<file path="src/rtl/bit_unstuffer.sv">
// bit_unstuffer: removes stuffed zeros from an NRZI-decoded bit stream and
// assembles the surviving bits into bytes, LSB first.
//
// Ports:
//   clk         - single clock, rising edge
//   RST         - asynchronous active-high reset
//   en          - packet active; 0 returns to IDLE and drops any partial byte
//   decoded_bit - serial data, valid when pulse=1
//   pulse       - one-cycle bit strobe
//   byte_ready  - consumer accepts byte_out on a rising edge
//   byte_out    - last assembled byte
//   byte_valid  - byte_out holds an unconsumed byte
//   stuff_err   - stuffing violation (STUFF_LEN+1 consecutive ones)
//   overrun     - one-cycle pulse when a completed byte is dropped
//
// Configuration macro: UNSTUFF_ERR_STICKY_EN
//   defined   - stuff_err stays high from detection until en=0 or RST
//   undefined - stuff_err is a one-cycle pulse after detection
module bit_unstuffer #(
    parameter int unsigned STUFF_LEN = 6
) (
    input  logic       clk,
    input  logic       RST,
    input  logic       en,
    input  logic       decoded_bit,
    input  logic       pulse,
    input  logic       byte_ready,
    output logic [7:0] byte_out,
    output logic       byte_valid,
    output logic       stuff_err,
    output logic       overrun
);

    localparam int unsigned CNT_W = $clog2(STUFF_LEN + 1);
    localparam logic [CNT_W-1:0] STUFF_MAX = CNT_W'(STUFF_LEN);

    typedef enum logic [1:0] {
        IDLE = 2'd0,
        RUN  = 2'd1,
        ERR  = 2'd2
    } state_t;

    state_t           state;
    logic [CNT_W-1:0] ones_cnt;
    logic [2:0]       bit_cnt;
    // Only 7 bits are stored: the 8th bit of a byte goes straight to byte_out.
    logic [6:0]       shreg;

    logic       bit_cycle;
    logic       at_limit;
    logic       accept;
    logic       stuffed;
    logic       violation;
    logic       byte_done;
    logic [7:0] new_byte;

    // Bit classification. IDLE with en=1 behaves like RUN so a bit arriving on
    // the entry cycle is taken as bit 0; ones_cnt is always 0 in IDLE, so no
    // violation can be flagged there.
    always_comb begin
        bit_cycle = en && pulse && (state != ERR);
        at_limit  = (ones_cnt == STUFF_MAX);
        accept    = bit_cycle && !at_limit;
        stuffed   = bit_cycle && at_limit && !decoded_bit;
        violation = bit_cycle && at_limit && decoded_bit;
        byte_done = accept && (bit_cnt == 3'd7);
        new_byte  = {decoded_bit, shreg};
    end

    // State machine, counters, shift register and registered outputs.
    always_ff @(posedge clk or posedge RST) begin
        if (RST) begin
            state      <= IDLE;
            ones_cnt   <= '0;
            bit_cnt    <= '0;
            shreg      <= '0;
            byte_out   <= 8'h00;
            byte_valid <= 1'b0;
            stuff_err  <= 1'b0;
            overrun    <= 1'b0;
        end else begin
            overrun <= 1'b0;

            if (!en) begin
                state    <= IDLE;
                ones_cnt <= '0;
                bit_cnt  <= '0;
                shreg    <= '0;
            end else begin
                if (violation) begin
                    state <= ERR;
                end else if (state == IDLE) begin
                    state <= RUN;
                end

                if (accept) begin
                    shreg    <= new_byte[7:1];
                    bit_cnt  <= bit_cnt + 3'd1;
                    ones_cnt <= decoded_bit ? (ones_cnt + CNT_W'(1)) : '0;
                end else if (stuffed) begin
                    ones_cnt <= '0;
                end
            end

            // Output holding register: a new byte is dropped only when the old
            // one is still pending and not being consumed on this edge.
            if (byte_done && (!byte_valid || byte_ready)) begin
                byte_out   <= new_byte;
                byte_valid <= 1'b1;
            end else if (byte_done) begin
                overrun <= 1'b1;
            end else if (byte_ready) begin
                byte_valid <= 1'b0;
            end

`ifdef UNSTUFF_ERR_STICKY_EN
            if (!en) begin
                stuff_err <= 1'b0;
            end else if (violation) begin
                stuff_err <= 1'b1;
            end
`else
            stuff_err <= violation;
`endif
        end
    end

endmodule

</file>
<file path="config.mk">
export PLATFORM = sky130hd
export DESIGN_NAME = bit_unstuffer
export DESIGN_NICKNAME = d
export VERILOG_FILES = /design/src/rtl/bit_unstuffer.sv
export SDC_FILE = /design/constraint.sdc
export NUM_CORES = 1
export LEC_CHECK = 0
export ABC_AREA = 1
export CAP_MARGIN = 20
export CELL_PAD_IN_SITES_DETAIL_PLACEMENT = 1
export CELL_PAD_IN_SITES_GLOBAL_PLACEMENT = 2
export CORE_MARGIN = 2
export CORE_UTILIZATION = 32
export CTS_BUF_LIST = sky130_fd_sc_hd__clkbuf_8 sky130_fd_sc_hd__clkbuf_16
export CTS_CLUSTER_DIAMETER = 50
export DETAILED_ROUTE_END_ITERATION = 12
export GPL_ROUTABILITY_DRIVEN = 1
export PLACE_DENSITY = 0.88
export SLEW_MARGIN = 15
export SYNTH_ARGS = -nofsm -noshare
export SYNTH_HDL_FRONTEND = slang
export SYNTH_SLANG_ARGS = --single-unit
export TNS_END_PERCENT = 30
</file>
<file path="constraint.sdc">
create_clock -name clk -period 1.8 [get_ports clk]
set_input_delay 0.36 -clock clk [delete_from_list [all_inputs] [get_ports clk]]
set_output_delay 0.36 -clock clk [all_outputs]
set_load 0.05 [all_outputs]
</file>
# [Yosys cells after proc, flatten, opt, wreduce, memory -nomap -nowiden]
# Cells that the tools add are included.
# Widths: inputs -> output; s select.
[op_classes] bitwise=0 add_sub_neg=2 n_eq_ne=7 div_mod_pow=0 mul=0 n_shift=0 reduce_logical=15 magnitude_cmp=0 mux=16
[ops] cell="$mux 3" n=6
[ops] cell="$mux 7" n=2
[ops] cell="$logic_and 1x1->1" n=8
[ops] cell="$add 3x1->3 const B" n=2
[ops] cell="$eq 3x3->1 const B" n=2
[ops] cell="$mux 2" n=3
[ops] cell="$ne 3x1->1 const B" n=2
[ops] cell="$mux 1" n=5
[ops] cell="$ne 2x1->1 const B" n=2
[ops] cell="$logic_not 1->1" n=3
[ops] cell="$logic_not 2->1" n=1
[ops] cell="$ne 2x2->1 const B" n=1
[ops] cell="$reduce_and 2->1" n=1
[ops] cell="$reduce_bool 2->1" n=1
[ops] cell="$logic_or 1x1->1" n=1
[totals] latchBits=0 ff_bits=26 in_bits=6 mem_bits_rw=0 mem_bits_ro=0 memories=0

# [Longest topological paths before layout]
[logic_depth] ltp_word=7 mapped_depth=8 mapped_depth_nobuf=8

# [Least setup slack after synthesis]
# No wires, ideal clock.
[synth_path] path_kind="register to register" from="register ones_cnt[0]" to="register byte_out[0]" path_buffers=0 setup_ns=0.119 t_arrival_ns=1.192 required_time_ns=1.681 path_slack_ns=0.489 path_stages_with_launch=9 path_cell_list="dfrtp_1 -> inv_1 -> ha_1 -> nand2_1 -> inv_1 -> nor2_4 -> nand3_2 -> nand2_1 -> nand2_1"
[synth_between] elab_chain_len=5
[synth_lines] item="start: declaration" line_no="44" text="logic [CNT_W-1:0] ones_cnt;"
[synth_lines] item="start signal: assignment" line_no="99" text="ones_cnt <= decoded_bit ? (ones_cnt + CNT_W'(1)) : '0;"
[synth_lines] item="$eq 3x3->1" line_no="62" text="at_limit = (ones_cnt == STUFF_MAX);"
[synth_lines] item="$logic_not 1->1" line_no="63" text="accept = bit_cycle && !at_limit;"
[synth_lines] item="$logic_and 1x1->1" line_no="63"
[synth_lines] item="$logic_and 1x1->1" line_no="66" text="byte_done = accept && (bit_cnt == 3'd7);"
[synth_lines] item="$logic_and 1x1->1" line_no="107" text="if (byte_done && (!byte_valid || byte_ready)) begin"
[synth_lines] item="end signal: assignment" line_no="108" text="byte_out <= new_byte;"
[synth_lines] item="end: declaration" line_no="28" text="output logic [7:0] byte_out,"
# No other way between the ends.
# A chain may end at the register's enable or synchronous reset.

# [Worst setup path in the final report]
[layout_path] from="register ones_cnt[0]" to="register byte_out[1]"
# The elaborated chain is that of the path after synthesis.

==> results by group <==
Outcome
  – Outcome: complete, no violations

Run
  – Max-cap violations: 0

Pwr
  – Internal Power: 0.8243 mW
  – Peak supply drop: approximately 0.25 mV
  – Sw Pwr: 0.2336 mW
  – Reg power frac: between 50% and 60%
  – Clk pwr share: a little over a third
  – PwrDens: between 700 and 800 nW/um^2
  – Gate power share: under 10%
  – Sw Ratio: around 22%
  – Lkg Pwr: between 0.7 and 0.8 nW

Final layout
  – Share of cells above drive strength 1: between 15 and 20%
  – Fill cells: between 400 and 500
  – Fin util: 41.37%
  – Area delta synth->final: 23.28%
  – Antenna cells: 0
  – Nets: between 150 and 200

Clocking
  – Postcts setup bufs: 0
  – Clock-pin slew on the worst setup and hold paths: roughly 80 ps
  – CTS Buffer Depth: 2
  – Clock latency on the worst-skew pair: around 270 ps
  – CTS tree: built
  – Clk root buf: clkbuf_8
  – H-tree depth: 1
  – Hold_buf cts: 0
  – Clk sinks: 26
  – CTS-repair resized insts: 0
  – CTS buffer count: 3

Detailed routing
  – ANT nets after route: 0
  – Via count: between 800 and 900
  – Routed wire per std cell: ~12 um
  – Final wirelength: ~2200 um
  – DRT Pass-1 Iters: 4
  – Starting DRT DRC Count: 18
  – Vias/cell: around 4.6
  – # DRC: 0

Floorplan
  – Die W: roughly 63 um
  – Initial Util: roughly a third
  – Core area: around 3400 um^2
  – IO Count: 17
  – Die Y: ~63 um
  – Die area: roughly 4000 um^2
  – Row count: 21

Timing
  – Worst-Margin Slew: 380.4 ps
  – Slew headroom: between 70% and 80%
  – Max-slew violations: 0
  – Max Fclk: around 690 MHz
  – Part of the cycle the worst path needs: between 80 and 90%
  – Setup TNS: 0 ps
  – Worst hold margin: about 440 ps
  – Setup clock skew after layout: approximately 3.7 ps
  – Tmin final: 1453 ps
  – RSZ-0062 raised after global routing: false
  – Endpoints failing hold: 0
  – Final setup vio count: 0

Worst setup path
  – Worst r2r path cells: 8
  – Reg-to-reg startpoint: ones_cnt[0]
  – Crit. End Element: flip-flop
  – Worst Setup Start Kind: flip-flop
  – Arrival @ worst endpoint: between 1500 and 2000 ps
  – Reg2Reg Setup Slack: 350 ps
  – CP Data Required Time: ~2000 ps
  – Kind of critical path: reg2reg
  – Capturing point of the worst reg2reg path: byte_out[1]
  – CP max FO: 8

Synth
  – Mapped Area: around 1100 um^2
  – Most common cell in the synthesized netlist: nand2_1
  – Mapped Cells: ~120
  – Synth warn: 0
  – Post-synthesis cell type count: 21
  – Cell taking the most area after synthesis: dfrtp_1
  – Synth Register Bits: 26
  – Post-synthesis sequential area ratio: 57.65%
  – Number of enable flip-flop cells after synthesis: 0
  – Ys async rst share: 100.0%
  – Synth cell count leaders: 37 x nand2_1, 26 x dfrtp_1, 14 x inv_1
  – Syn Area/Cell: between 9 and 10 um^2
  – Prevailing post-synth register cell: dfrtp_1
  – Top cell type's share of synthesized area: roughly 58%
  – Net Count, Synth: about 130
  – Main area contributors after synthesis: dfrtp_1 58%, nand2_1 12%, nand4_1 5.5%, inv_1 4.7%, ha_1 4.4%

Global routing
  – Grt ovf: 0
  – GRT Util Overall: roughly an eighth
  – Initial antenna violation count: 0
  – First-pass GRT wire length: between 4000 and 5000 um
  – Largest net degree at the start of global routing: 27
  – Number of global-route vias before repair: between 900 and 1k

Placed design
  – DPL Wire Length: between 1500 and 2000 um
  – Final Wtd Congestion: a little under 0.8
  – Input/output buffers: 16

Worst hold path
  – Hold Path Class: in2async
-- worst max-delay path by stage --
stage | start | endpoint | cells past startpoint
floorplan | ones_cnt[0] | byte_out[0] | 8
global placement | en | byte_out[1] | 8
detailed placement | en | byte_out[2] | 8
CTS | ones_cnt[0] | byte_out[1] | 8
global route | ones_cnt[0] | byte_out[1] | 8
finish | ones_cnt[0] | byte_out[1] | 8
-- registers in the layout, summed over array words and instances (netlist names) --
name and flops:
bit_cnt 3, byte_out 8, byte_valid 1, ones_cnt 3
overrun 1, shreg 7, state 2, stuff_err 1
-- placed cells by master, fill, tap and decap left out --
cell type	instances
o21ai_0	1
nor2_4	1
o22ai_1	6
a21boi_0	1
nor2_1	4
clkbuf_8	4
o21ai_1	1
nand3_1	3
clkdlybuf4s50_1	5
xor2_1	1
buf_4	16
nand3_2	1
clkinv_2	1
nand3_4	1
inv_2	1
nand4_1	10
inv_1	14
nand2_1	37
ha_1	4
dfrtp_1	26
nand2_2	2
-- power by group through the flow --
stage	clock, mW	combinational, mW	sequential (mW)
after floorplan	0	0.0489	0.617
after global placement	0	0.0784	0.617
after detailed placement	0	0.0817	0.618
after CTS	0.388	0.0820	0.606
after global routing	0.409	0.0924	0.608
final	0.372	0.0798	0.606
-- routing by layer --
layer  vias up  track usage [%]  share of wire [%]
li1        427                -                  -
met1       406            16.25                 45
met2        17            21.45                 47
met3         5            2.321                5.0
met4         0            7.337                2.5
met5         -                0                  0
-- cells by family after synthesis --
family          count (synthesis)  synth area share [%]
simple gates                   59                 25.05
fa+ha+maj                       4                 4.435
flops                          26                 57.65
compound gates                  9                 4.878
buf+inv                        19                 7.205
xor+xnor                        1                0.7762
-- stage by stage --
step / worst slack [ps] / power [mW] / cells / cell area [um^2]
after floorplan: 489.1 / 0.6655 / 118 / 1129
final: 346.8 / 1.058 / 186 / 1391
after CTS: 317.4 / 1.076 / 186 / 1391
after detailed placement: 130.9 / 0.6996 / 182 / 1336
after global routing: 157.6 / 1.110 / 186 / 1391
after global placement: 162.4 / 0.6951 / 182 / 1336
-- worst max-delay path, stage by stage (launching register included) --
cell and delay [ps]:
dfrtp_1 380, inv_1 70, ha_1 190, nand2_1 130, inv_1 110, nor2_4 140, nand3_2 160, nand2_1 120
nand2_1 50
-- layout make-up --
class | count | area [um^2] | area share [%]
sequential | 26 | 650.6 | 46.76
multi-input combinational | 73 | 396.6 | 28.51
timing repair buffer | 21 | 170.2 | 12.23
inverter | 16 | 61.31 | 4.406
tap | 46 | 57.56 | 4.137
clock buffer | 4 | 55.05 | 3.957
No activity file was read; power rests on OpenSTA's default activity.
